===== config.mk =====
export PLATFORM = sky130hd
export DESIGN_NAME = mem_arbiter_flat
export DESIGN_NICKNAME = d
export VERILOG_FILES = /design/src/rtl/mem_arbiter_if.sv /design/src/rtl/mem_arbiter.sv /design/src/flat_wrapper.sv
export SDC_FILE = /design/constraint.sdc
export NUM_CORES = 1
export LEC_CHECK = 0
export CAP_MARGIN = 20
export CORE_AREA = 5 5 133 135
export DETAILED_ROUTE_END_ITERATION = 16
export DIE_AREA = 0 0 138 140
export GPL_TIMING_DRIVEN = 0
export MAX_ROUTING_LAYER = met4
export PLACE_DENSITY = 0.86
export REMOVE_ABC_BUFFERS = 1
export SLEW_MARGIN = 20
export SYNTH_ARGS = -nofsm -noshare
export SYNTH_HDL_FRONTEND = slang
export SYNTH_SLANG_ARGS = --single-unit
export TNS_END_PERCENT = 10

===== constraint.sdc =====
create_clock -name clk -period 3.5 [get_ports clk]
set_input_delay 0.35 -clock clk [delete_from_list [all_inputs] [get_ports clk]]
set_output_delay 0.35 -clock clk [all_outputs]
set_load 0.1 [all_outputs]

===== src/rtl/mem_arbiter_if.sv =====
// Bundle of the D-cache, I-cache and main-memory signals around mem_arbiter.
// The arbiter takes the slave view; caches, memory and benches take the master view.
interface mem_arbiter_if #(
    parameter int LINE_ADDR_LEN = 3,
    parameter int ADDR_LEN      = 13
);
    logic                              d_req;
    logic                              i_req;
    logic                              d_we;
    logic                              i_we;
    logic [ADDR_LEN-1:0]               d_line;
    logic [ADDR_LEN-1:0]               i_line;
    logic [31:0]                       d_wdata;
    logic [31:0]                       i_wdata;
    logic [LINE_ADDR_LEN-1:0]          d_idx;
    logic [LINE_ADDR_LEN-1:0]          i_idx;
    logic                              d_rvalid;
    logic                              i_rvalid;
    logic [31:0]                       d_rdata;
    logic [31:0]                       i_rdata;
    logic                              d_done;
    logic                              i_done;
    logic [ADDR_LEN+LINE_ADDR_LEN-1:0] mem_addr;
    logic                              mem_we;
    logic [31:0]                       mem_wdata;
    logic [31:0]                       mem_rdata;
    logic                              busy;
    logic                              owner;
    logic [31:0]                       d_grant_cnt;
    logic [31:0]                       i_grant_cnt;
    logic [31:0]                       conflict_cnt;

    modport slave (
        input  d_req, i_req, d_we, i_we, d_line, i_line, d_wdata, i_wdata, mem_rdata,
        output d_idx, i_idx, d_rvalid, i_rvalid, d_rdata, i_rdata, d_done, i_done,
        output mem_addr, mem_we, mem_wdata, busy, owner,
        output d_grant_cnt, i_grant_cnt, conflict_cnt
    );

    modport master (
        output d_req, i_req, d_we, i_we, d_line, i_line, d_wdata, i_wdata, mem_rdata,
        input  d_idx, i_idx, d_rvalid, i_rvalid, d_rdata, i_rdata, d_done, i_done,
        input  mem_addr, mem_we, mem_wdata, busy, owner,
        input  d_grant_cnt, i_grant_cnt, conflict_cnt
    );
endinterface


===== src/rtl/mem_arbiter.sv =====
// Round-robin arbiter sharing one memory port between D and I caches; serves a whole
// line per grant, one word every MEM_LAT cycles, and keeps grant/conflict statistics.
module mem_arbiter #(
    parameter int LINE_ADDR_LEN = 3,
    parameter int ADDR_LEN      = 13,
    parameter int MEM_LAT       = 4
) (
    input  logic         clk,
    input  logic         rst,
    mem_arbiter_if.slave bus
);
    localparam int               LAT_W    = (MEM_LAT > 1) ? $clog2(MEM_LAT) : 1;
    localparam logic [LAT_W-1:0] LAT_LAST = LAT_W'(MEM_LAT - 1);

    typedef enum logic [1:0] {IDLE, XFER, DONE} state_t;

    state_t                   r_state;
    logic                     r_owner;
    logic                     r_last;
    logic                     r_we;
    logic [ADDR_LEN-1:0]      r_line;
    logic [LINE_ADDR_LEN-1:0] r_idx;
    logic [LAT_W-1:0]         r_lat;
    logic [31:0]              r_d_grant_cnt;
    logic [31:0]              r_i_grant_cnt;
    logic [31:0]              r_conflict_cnt;

    logic w_xfer;
    logic w_word_done;
    logic w_rd;
    logic w_wr;
    logic w_win_i;
    logic w_both;

    // On a tie the side that was not served last wins.
    assign w_both      = bus.d_req & bus.i_req;
    assign w_win_i     = bus.i_req & (~bus.d_req | ~r_last);
    assign w_xfer      = (r_state == XFER);
    assign w_word_done = w_xfer && (r_lat == LAT_LAST);
    assign w_rd        = w_word_done & ~r_we;
    assign w_wr        = w_word_done & r_we;

    always_ff @(posedge clk) begin
        if (rst) begin
            r_state        <= IDLE;
            r_owner        <= 1'b0;
            r_last         <= 1'b1;
            r_we           <= 1'b0;
            r_line         <= '0;
            r_idx          <= '0;
            r_lat          <= '0;
            r_d_grant_cnt  <= 32'd0;
            r_i_grant_cnt  <= 32'd0;
            r_conflict_cnt <= 32'd0;
        end else begin
            case (r_state)
                IDLE: begin
                    if (bus.d_req || bus.i_req) begin
                        r_state <= XFER;
                        r_owner <= w_win_i;
                        r_line  <= w_win_i ? bus.i_line : bus.d_line;
                        r_we    <= w_win_i ? bus.i_we : bus.d_we;
                        r_idx   <= '0;
                        r_lat   <= '0;
                        if (w_win_i) r_i_grant_cnt <= r_i_grant_cnt + 32'd1;
                        else         r_d_grant_cnt <= r_d_grant_cnt + 32'd1;
                        if (w_both)  r_conflict_cnt <= r_conflict_cnt + 32'd1;
                    end
                end
                XFER: begin
                    if (w_word_done) begin
                        r_lat <= '0;
                        r_idx <= r_idx + LINE_ADDR_LEN'(1);
                        if (r_idx == '1) r_state <= DONE;
                    end else begin
                        r_lat <= r_lat + LAT_W'(1);
                    end
                end
                DONE: begin
                    r_last  <= r_owner;
                    r_state <= IDLE;
                end
                default: r_state <= IDLE;
            endcase
        end
    end

    // Outputs are decoded from state; the non-owner side is held at zero.
    assign bus.d_idx     = (w_xfer && !r_owner) ? r_idx : '0;
    assign bus.i_idx     = (w_xfer &&  r_owner) ? r_idx : '0;
    assign bus.d_rvalid  = w_rd & ~r_owner;
    assign bus.i_rvalid  = w_rd &  r_owner;
    assign bus.d_rdata   = bus.d_rvalid ? bus.mem_rdata : 32'd0;
    assign bus.i_rdata   = bus.i_rvalid ? bus.mem_rdata : 32'd0;
    assign bus.d_done    = (r_state == DONE) & ~r_owner;
    assign bus.i_done    = (r_state == DONE) &  r_owner;
    assign bus.mem_addr  = w_xfer ? {r_line, r_idx} : '0;
    assign bus.mem_we    = w_wr;
    assign bus.mem_wdata = w_wr ? (r_owner ? bus.i_wdata : bus.d_wdata) : 32'd0;
    assign bus.busy      = (r_state != IDLE);
    assign bus.owner     = r_owner;

    assign bus.d_grant_cnt  = r_d_grant_cnt;
    assign bus.i_grant_cnt  = r_i_grant_cnt;
    assign bus.conflict_cnt = r_conflict_cnt;
endmodule


===== src/flat_wrapper.sv =====
// flat-port wrapper written by rule: the top's interface ports become plain ports
module mem_arbiter_flat 
#(
    parameter int LINE_ADDR_LEN = 3,
    parameter int ADDR_LEN      = 13,
    parameter int MEM_LAT       = 4
)
  (clk, rst, bus_d_req, bus_i_req, bus_d_we, bus_i_we, bus_d_line, bus_i_line, bus_d_wdata, bus_i_wdata, bus_mem_rdata, bus_d_idx, bus_i_idx, bus_d_rvalid, bus_i_rvalid, bus_d_rdata, bus_i_rdata, bus_d_done, bus_i_done, bus_mem_addr, bus_mem_we, bus_mem_wdata, bus_busy, bus_owner, bus_d_grant_cnt, bus_i_grant_cnt, bus_conflict_cnt);
  mem_arbiter_if #(.LINE_ADDR_LEN(LINE_ADDR_LEN), .ADDR_LEN(ADDR_LEN)) bus_i ();
  input  logic clk;
  input  logic rst;
  input wire logic [$bits(bus_i.d_req)-1:0] bus_d_req;
  input wire logic [$bits(bus_i.i_req)-1:0] bus_i_req;
  input wire logic [$bits(bus_i.d_we)-1:0] bus_d_we;
  input wire logic [$bits(bus_i.i_we)-1:0] bus_i_we;
  input wire logic [$bits(bus_i.d_line)-1:0] bus_d_line;
  input wire logic [$bits(bus_i.i_line)-1:0] bus_i_line;
  input wire logic [$bits(bus_i.d_wdata)-1:0] bus_d_wdata;
  input wire logic [$bits(bus_i.i_wdata)-1:0] bus_i_wdata;
  input wire logic [$bits(bus_i.mem_rdata)-1:0] bus_mem_rdata;
  output wire logic [$bits(bus_i.d_idx)-1:0] bus_d_idx;
  output wire logic [$bits(bus_i.i_idx)-1:0] bus_i_idx;
  output wire logic [$bits(bus_i.d_rvalid)-1:0] bus_d_rvalid;
  output wire logic [$bits(bus_i.i_rvalid)-1:0] bus_i_rvalid;
  output wire logic [$bits(bus_i.d_rdata)-1:0] bus_d_rdata;
  output wire logic [$bits(bus_i.i_rdata)-1:0] bus_i_rdata;
  output wire logic [$bits(bus_i.d_done)-1:0] bus_d_done;
  output wire logic [$bits(bus_i.i_done)-1:0] bus_i_done;
  output wire logic [$bits(bus_i.mem_addr)-1:0] bus_mem_addr;
  output wire logic [$bits(bus_i.mem_we)-1:0] bus_mem_we;
  output wire logic [$bits(bus_i.mem_wdata)-1:0] bus_mem_wdata;
  output wire logic [$bits(bus_i.busy)-1:0] bus_busy;
  output wire logic [$bits(bus_i.owner)-1:0] bus_owner;
  output wire logic [$bits(bus_i.d_grant_cnt)-1:0] bus_d_grant_cnt;
  output wire logic [$bits(bus_i.i_grant_cnt)-1:0] bus_i_grant_cnt;
  output wire logic [$bits(bus_i.conflict_cnt)-1:0] bus_conflict_cnt;
  assign bus_i.d_req = bus_d_req;
  assign bus_i.i_req = bus_i_req;
  assign bus_i.d_we = bus_d_we;
  assign bus_i.i_we = bus_i_we;
  assign bus_i.d_line = bus_d_line;
  assign bus_i.i_line = bus_i_line;
  assign bus_i.d_wdata = bus_d_wdata;
  assign bus_i.i_wdata = bus_i_wdata;
  assign bus_i.mem_rdata = bus_mem_rdata;
  assign bus_d_idx = bus_i.d_idx;
  assign bus_i_idx = bus_i.i_idx;
  assign bus_d_rvalid = bus_i.d_rvalid;
  assign bus_i_rvalid = bus_i.i_rvalid;
  assign bus_d_rdata = bus_i.d_rdata;
  assign bus_i_rdata = bus_i.i_rdata;
  assign bus_d_done = bus_i.d_done;
  assign bus_i_done = bus_i.i_done;
  assign bus_mem_addr = bus_i.mem_addr;
  assign bus_mem_we = bus_i.mem_we;
  assign bus_mem_wdata = bus_i.mem_wdata;
  assign bus_busy = bus_i.busy;
  assign bus_owner = bus_i.owner;
  assign bus_d_grant_cnt = bus_i.d_grant_cnt;
  assign bus_i_grant_cnt = bus_i.i_grant_cnt;
  assign bus_conflict_cnt = bus_i.conflict_cnt;
  mem_arbiter #(.LINE_ADDR_LEN(LINE_ADDR_LEN), .ADDR_LEN(ADDR_LEN), .MEM_LAT(MEM_LAT)) u_core (.clk(clk), .rst(rst), .bus(bus_i));
endmodule

==> metrics.cfg <==
[status]
outcome=finished, final reports clean

[placement]
gp_congestion=0.8474
hpwl_um=18980
portBuffers=348

[cells_and_area]
seq_area_um2=2384
n_antenna_cell=0
fillers=1395
multi_input_area_um2=3767
final_cell_mix=248 x clkdlybuf4s50_1, 154 x nor2_1, 118 x dfxtp_1
area.growth.synth_to_final_pct=66.94
nNetsFinal=1244
drive_gt1_share_pct=12.56
post-route-util_pct=64.63
layout_commonest_cell=clkdlybuf4s50_1

[drt]
dr.pass1.iters=5
drt_iter0_markers=481
route.detailed.drc=0
dr_total_vias=6871
drtAntennaViolNets=0
wl_um=23930
routedWlPerCell_um=17.82
via_per_inst=5.116

[global_routing]
grt_pass1_wl_um=36750
overflow=0
grtUsageTotal_pct=24.30
antenna_found_initial=0
first_global_vias=6480
grt_max_degree=63

[sta]
slew-limit-headroom_pct=31.09
period_minus_slack_ns=3.325
finalCritPeriodShare_pct=95.00
hold_slack_ns=0.3347
slew_viol_final=0
fin_skew_ns=0.007226
finalSetupViolCount=0
tightest_slew_ns=1.030
rsz0062_at_grt=yes
max_clock_freq_ghz=0.3008
hold_viol=0

[power]
power_density_nw_per_um2=337.8
ir_worst_vdd_uv=325.2
leakage_nw=3.893

[floorplanning]
core_area_um2=16350
dieArea_um2=19320
start_util_pct=38.71
die_y_um=140
die_w_um=138
pin_count=349
rows=47

[clock_network]
clock-sinks=119
numCtsBuffers=17
cts_root_buf=clkbuf_16
cts_max_path_buffers=2
clk_latency_ns=0.41
cts_tree=yes
htree_levels=4
path_clk_slew_ns=0.06

[yosys]
synth-edff-count=0
syn_inst=778
ys.flop_type=dfxtp_1
yosys_warnings=0
syn_area_um2=6329
synth_seq_area_share_pct=37.64
avgSynthCellArea_um2=8.134
ys_async_sr_fraction_pct=0
synthDistinctLibCells=42
ys_seq_elements=119

[worst_setup_path]
critPathMaxFanout=22
rr_worst_depth=5
r2r_end=u_core.bus.conflict_cnt[30]
arrival_ns=2.97
r2r_setup_slack_ns=0.36
cp.required_ns=3.15
start_kind=register
worstSetupEndpointType=primary output
worstReg2RegStart=u_core.r_state[1]
critical_path_class=register to primary output

[hold_path]
min-delay-path-class=input pin to register
worstHoldEndpoint=u_core.bus.conflict_cnt[13]
min_from=rst
hold_depth=2

[flow_run]
drv_cap=0

where the power goes:
part / total (mW) / switching (mW) / internal (mW)
logic: 0.432 / 0.229 / 0.203
registers: 1.40 / 0.0210 / 1.38
clock network: 1.74 / 0.635 / 1.10
total: 3.57 / 0.885 / 2.68
kinds of logic after synthesis:
group                    count (synthesis)  synth area share [%]
AND/OR/NAND/NOR                        430                 35.45
flip-flops                             119                 37.64
XOR/XNOR                                82                 11.35
buffers and inverters                   62                 3.836
AO/OA/AOI/OAI                           43                 4.804
multiplexers                            36                 5.734
adder cells (fa/ha/maj)                  6                 1.186
metal layers:
metal	vias to the layer above	GRT usage, %	part of all wire (%)
met3	35	6.510	7.3
met4	0	7.436	1.9
li1	3343	-	-
met1	3195	29.15	42
met2	298	40.13	49
met5	-	-	0
area by class of cell:
cell class / count / area share [%]
Clock buffer: 21 / 4.453
Clock inverter: 11 / 1.149
Inverter: 19 / 0.6750
Multi-Input combinational cell: 597 / 35.66
Sequential cell: 119 / 22.56
Tap cell: 220 / 2.605
Timing Repair Buffer: 356 / 32.90
how the worst max path moves through the flow:
stage | start | cells after the start | to | slack (ns)
3_3_place_gp | u_core.bus.owner | 4 | bus_i_rdata[8] | -2.85
4_1_cts | u_core.r_state[0] | 5 | bus_i_rdata[16] | 0.0002
5_1_grt | u_core.r_state[0] | 6 | bus_i_rdata[16] | -0.02
3_5_place_dp | u_core.r_state[0] | 6 | bus_i_rdata[3] | -0.64
6_report | u_core.r_state[0] | 6 | bus_i_rdata[16] | 0.18
2_1_floorplan | u_core.bus.owner | 3 | bus_i_rdata[0] | -3.42
registers in the layout, summed over array words and instances (netlist names):
name	count
u_core.bus.conflict_cnt	32
u_core.r_last	1
u_core.bus.owner	1
u_core.r_line	13
u_core.bus.i_grant_cnt	32
u_core.r_we	1
u_core.r_idx	3
u_core.r_state	2
u_core.bus.d_grant_cnt	32
u_core.r_lat	2
through the flow:
stage	TNS [ns]	instance area (um^2)	total power, mW	setup WS (ns)	instances
2_1_floorplan	-208.69	6157	1.617	-3.418	735
3_3_place_gp	-295.94	9916	1.844	-2.853	1303
3_5_place_dp	-25.33	10050	1.857	-0.6438	1310
4_1_cts	0	10680	3.588	0.0002272	1342
5_1_grt	-0.06707	10570	3.687	-0.01689	1343
6_report	0	10570	3.569	0.1751	1343
synth_stat cells (2+ instances only):
| cell | instances | area share, % |
|---|---|---|
| a222oi_1 | 14 | 2.2 |
| mux2i_1 | 34 | 5.4 |
| nand4_1 | 33 | 3.3 |
| buf_2 | 2 | 0.16 |
| nand2b_1 | 4 | 0.40 |
| nand3_1 | 35 | 2.8 |
| and4_1 | 14 | 1.9 |
| a32oi_1 | 2 | 0.28 |
| buf_1 | 5 | 0.30 |
| nor3b_1 | 2 | 0.24 |
| and2_1 | 85 | 8.4 |
| a21oi_1 | 14 | 1.1 |
| inv_1 | 19 | 1.1 |
| clkbuf_1 | 35 | 2.1 |
| nor4_1 | 15 | 1.5 |
| or3_1 | 8 | 0.79 |
| and3_1 | 11 | 1.1 |
| dfxtp_1 | 119 | 38 |
| xor2_1 | 40 | 5.5 |
| nor3_1 | 23 | 1.8 |
| mux2_2 | 2 | 0.36 |
| ha_1 | 6 | 1.2 |
| nor2_1 | 155 | 9.2 |
| nor2b_1 | 4 | 0.40 |
| nand2_1 | 32 | 1.9 |
| o21ai_0 | 8 | 0.63 |
| xnor2_1 | 42 | 5.8 |
worst max-delay path, stage by stage, from the launching register on:
cell and delay (ns):
dfxtp_1 0.44, nor2b_4 0.49, nand2_1 0.25, nor3_4 0.24, buf_12 0.15, and2_1 0.12, dlygate4sd2_1 0.85
what timing repair did:
| item | CTS | global route |
|---|---|---|
| endpoints found under the setup margin | 103 | 71 |
| hold buffers | 0 | 0 |
| pin swaps | 0 | 1 |
| buffers inserted | 0 | 1 |
| resized for setup | 223 | 60 |
Power figures use the tool's default switching activity.
